$ cat src/rtl/hms_display_scanner.sv
// Six-digit common-anode seven-segment scanner for the 12-hour BCD clock.
// Snapshots the time word once per scan frame; adds colon, leading-zero blanking and set-mode blink.
module hms_display_scanner #(
   parameter int SCAN_DIV     = 50000,
   parameter int BLINK_FRAMES = 100
) (
   input  logic        clk,
   input  logic        reset,
   input  logic [23:0] currentBits,
   input  logic [3:0]  state,
   output logic [5:0]  an,
   output logic [6:0]  seg,
   output logic        dp,
   output logic        frameDone
);

   localparam int PW = $clog2(SCAN_DIV);
   localparam int BW = (BLINK_FRAMES > 1) ? $clog2(BLINK_FRAMES) : 1;

   logic [PW-1:0] presc;
   logic [2:0]    idx;
   logic [23:0]   shadow;
   logic [BW-1:0] blink_cnt;
   logic          blink_phase;

   logic          tc;
   logic          wrap;
   logic          blink_last;
   logic [3:0]    digit;
   logic [5:0]    an_next;
   logic [6:0]    seg_next;
   logic          dp_next;

   function automatic logic [6:0] seg_decode(input logic [3:0] d);
      case (d)
         4'd0:    seg_decode = 7'b1000000;
         4'd1:    seg_decode = 7'b1111001;
         4'd2:    seg_decode = 7'b0100100;
         4'd3:    seg_decode = 7'b0110000;
         4'd4:    seg_decode = 7'b0011001;
         4'd5:    seg_decode = 7'b0010010;
         4'd6:    seg_decode = 7'b0000010;
         4'd7:    seg_decode = 7'b1111000;
         4'd8:    seg_decode = 7'b0000000;
         4'd9:    seg_decode = 7'b0010000;
         default: seg_decode = 7'b0111111;
      endcase
   endfunction

   assign tc         = (presc == PW'(SCAN_DIV - 1));
   assign wrap       = tc && (idx == 3'd5);
   assign blink_last = (blink_cnt == BW'(BLINK_FRAMES - 1));

   always_comb begin
      digit = 4'd0;
      case (idx)
         3'd0:    digit = shadow[3:0];
         3'd1:    digit = shadow[7:4];
         3'd2:    digit = shadow[11:8];
         3'd3:    digit = shadow[15:12];
         3'd4:    digit = shadow[19:16];
         3'd5:    digit = shadow[23:20];
         default: digit = 4'd0;
      endcase

      seg_next = seg_decode(digit);

      // Leading-zero hour and the dark half of the set-mode blink both blank the anode.
      an_next = ~(6'b000001 << idx);
      if (((idx == 3'd5) && (digit == 4'd0)) || ((state == 4'd1) && blink_phase))
         an_next = 6'b111111;

      // Colon only flashes in run mode; reset, set and unknown states hold it on.
      dp_next = 1'b1;
      if (((idx == 3'd2) || (idx == 3'd4)) && !((state == 4'd3) && blink_phase))
         dp_next = 1'b0;
   end

   always_ff @(posedge clk or posedge reset) begin
      if (reset) begin
         presc       <= '0;
         idx         <= 3'd0;
         shadow      <= 24'h000000;
         blink_cnt   <= '0;
         blink_phase <= 1'b0;
         an          <= 6'b111111;
         seg         <= 7'h7F;
         dp          <= 1'b1;
         frameDone   <= 1'b0;
      end else begin
         presc <= tc ? '0 : presc + PW'(1);
         if (tc)
            idx <= (idx == 3'd5) ? 3'd0 : idx + 3'd1;

         frameDone <= wrap;
         if (wrap) begin
            shadow <= currentBits;
            if (blink_last) begin
               blink_cnt   <= '0;
               blink_phase <= ~blink_phase;
            end else begin
               blink_cnt <= blink_cnt + BW'(1);
            end
         end

         an  <= an_next;
         seg <= seg_next;
         dp  <= dp_next;
      end
   end

endmodule

$ cat config.mk
export PLATFORM = sky130hd
export DESIGN_NAME = hms_display_scanner
export DESIGN_NICKNAME = d
export VERILOG_FILES = /design/src/rtl/hms_display_scanner.sv
export SDC_FILE = /design/constraint.sdc
export NUM_CORES = 1
export LEC_CHECK = 0
export CAP_MARGIN = 10
export CORE_MARGIN = 3
export CORE_UTILIZATION = 55
export CTS_CLUSTER_SIZE = 12
export DETAILED_ROUTE_END_ITERATION = 6
export PLACE_DENSITY = 0.81
export SLEW_MARGIN = 20
export SYNTH_ARGS = -nofsm -noshare
export SYNTH_HDL_FRONTEND = slang
export SYNTH_SLANG_ARGS = --single-unit
$ cat constraint.sdc
create_clock -name clk -period 4 [get_ports clk]
set_input_delay 0.6 -clock clk [delete_from_list [all_inputs] [get_ports clk]]
set_output_delay 0.6 -clock clk [all_outputs]
set_load 0.01 [all_outputs]
==> impl_results.md <==
- Rel. slew slack: 44.2%
- Final Hold Fails: 0
- Max FO, Critical Path: 32
- Rows: 26
- Worst setup path start: presc[4]$_DFF_PP0_
- Setup TNS: 0 ps
- Crit-path most repeated cell: buf_4
- Post-DRT Antenna Nets: 0
- CTS clk-pin slew, worst paths: 70 ps
- TritonCTS Sinks: 66
- Initial antenna violation count: 0
- Post-synth cell types: 48
- Reg2reg start: presc[4]$_DFF_PP0_
- Async SR Flop Fraction: 100%
- Vias in the first global route: 2221
- R2r setup slk: 1290 ps
- Max clock buf depth: 2
- Largest area contributor in the netlist: dfrtp_1
- Die Area: 6600 sq um
- Area contributors post-synth: dfrtp_1 42%, dfstp_2 12%, nand2_1 11%
- Routed via count: 2302
- Fmax achieved: 370 MHz
- Die X: 81.2 microns
- Slew Limit Fails: 0
- RD Place Congestion: 0.833
- Worst-case reg-to-reg path depth: 8
- Top cell type's share of synthesized area: 41.8%
- Min-Delay Path Class: flip-flop to flip-flop
- Antenna diodes: 0
- PortBufs: 44
- Total GRT Usage: 20.7%
- Syn Area/Cell: 9.82 sq um
- Top delay family on crit path: simple AND/OR/NAND/NOR gates
- Max Cap Viol: 0
- Slowest stage delay, CP: 560 ps
- Clk_lat worst skew: 330 ps
- Final WL: 5940 microns
- Design area: 3800 sq um
- Setup Fix Bufs, Post-CTS: 0
- CP arrival: 2940 ps
- DRC Markers: 0
- Pin count of the biggest net entering global routing: 44
- Power per cell area: 323 nW/um^2
- Area Growth Syn to Fin: 21.9%
- Pre-CTS WS: 1310 ps
- Count leader, synth: nand2_1
- First-pass GRT wire length: 10300 microns
- Initial Util: 58.7%
- Mapped cell area: 3110 sq um
- Synthesized flop and latch total: 66
- Placed Area: 3610 sq um
- Chip Height: 81.2 microns
- Synth Warn #: 0
- Worst IR drop on VDD: 0.000224 V
- Minimum clock period: 2710 ps
- Vias per cell: 5.27
- Dpl cells: 421
- DR WL/cell: 13.6 microns
- Layout Cells excl Fill: 437
- RSZ-0062 raised after global routing: false
- Endpoint, Worst Hold: blink_phase$_DFFE_PP0P_
- Final setup vio count: 0
- # IOs: 45
- CTS-repair resized insts: 0
- Final net count: 400
- Slowest cell on the critical path: or4b_4
- Reg2reg end: blink_cnt[5]$_DFFE_PP0P_
- Critical Path Sink Type: flip-flop
- Final worst setup slack: 1290 ps
- Slew at the pin closest to its max-slew limit: 836 ps
- CTS Buf Count: 9
- CTS tree: yes
- WHS Path Cells: 1
- Fin crit share: 67.6%
- Synth Instances: 317
- Tot Pwr: 1220 uW
- Root buf cell: clkbuf_8
- Buffers plus inverters on the worst setup path: 3
- P_leak: 0.00162 uW
- Outcome: finished, final reports clean
- Fillers: 392
- Final clock skew: 5.77 ps
- Final HPWL DP: 4270 microns
- Core Region: 5300 sq um
- Layout cells sized above 1: 13.1%
- Kind of critical path: flip-flop to flip-flop
- Share of the yosys chip area belonging to registers: 53.6%
- Post-synth net total: 355
- CTS Hold Buffers Added: 0
- Total iterations of the first detailed-routing run: 4
- Worst path cell trace: or4b_4 -> nor4_4 -> buf_4 -> nand2_2 -> buf_4 -> inv_2 -> nand2_1 -> o41ai_2
- Startpoint types: flip-flop
- H-tree lvl count: 3
- Most used DFF post-synth: dfrtp_1
- Hold path start: blink_phase$_DFFE_PP0P_
- WP data required: 4230 ps
- Initial DRC count: 189
- Total gr overflow: 0
- Post-synth EDFFs: 0
- Most frequent cells after synthesis: 95 x nand2_1, 52 x dfrtp_1, 21 x nor2_1, 14 x dfstp_2, 14 x nand3_1
## metal layers
| metal | GRT usage (%) | up-vias | share of wire, % |
|---|---|---|---|
| li1 | - | 1152 | - |
| met1 | 29.1 | 1092 | 46 |
| met2 | 30.4 | 54 | 48 |
| met3 | 5.54 | 4 | 4.9 |
| met4 | 8.28 | 0 | 0.81 |
| met5 | 0 | - | 0 |
## report_power, final
group,internal [uW],switching (uW)
clock network,273,242
registers,668,0
logic,25.7,16.3
## sequential cells by signal, indices dropped and copies added, names as in the netlist
signal,count
frameDone,1
an,6
seg,7
idx,3
dp,1
blink_phase,1
presc,16
shadow,24
blink_cnt,7
## cells by family after synthesis
family	Yosys count	share of synthesized area [%]
XOR/XNOR	18	5.06
multiplexers	11	3.74
AO/OA/AOI/OAI	33	7.47
adder cells (fa/ha/maj)	8	3.21
AND/OR/NAND/NOR	162	24.3
buffers and inverters	19	2.61
flip-flops	66	53.6
## placed cells by master (no fill, tap or decap), types with 3 or more instances in the layout
cell type / n
nand2_1: 95
dfrtp_1: 52
clkdlybuf4s50_1: 44
nor2_1: 21
nand3_1: 14
dfstp_2: 14
clkbuf_8: 12
o21ai_0: 11
xor2_1: 9
xnor2_1: 9
ha_1: 8
mux2i_1: 6
and2_1: 5
mux2_2: 5
nand3b_1: 5
inv_1: 4
a21oi_1: 4
o31ai_1: 3
buf_4: 3
## per-stage QoR
| stage | hold WS (ps) | util, % |
|---|---|---|
| final | 463 | 71.6 |
| after detailed placement | 456 | 68.0 |
| after CTS | 465 | 71.6 |
| after global routing | 485 | 71.6 |
| after floorplan | 434 | - |
| after global placement | 453 | 68.0 |
## worst max path at each step
stage / to / slack [ps] / cells after the start
after floorplan: seg[4]$_DFF_PP1_ / 1630 / 11
after global placement: blink_cnt[5]$_DFFE_PP0P_ / 1390 / 8
after detailed placement: blink_cnt[5]$_DFFE_PP0P_ / 1310 / 8
after CTS: blink_cnt[5]$_DFFE_PP0P_ / 1290 / 8
after global routing: seg[3]$_DFF_PP1_ / 970 / 9
final: blink_cnt[5]$_DFFE_PP0P_ / 1290 / 8
## layout make-up
class / count / area (sq um) / share of cell area [%]
clock inverter: 4 / 25.0 / 0.659
timing repair buffer: 47 / 463 / 12.2
inverter: 6 / 22.5 / 0.593
tap: 70 / 87.6 / 2.31
clock buffer: 12 / 165 / 4.35
sequential: 66 / 1670 / 44.0
multi-input combinational: 232 / 1360 / 35.9
No activity file was read; power rests on OpenSTA's default activity.
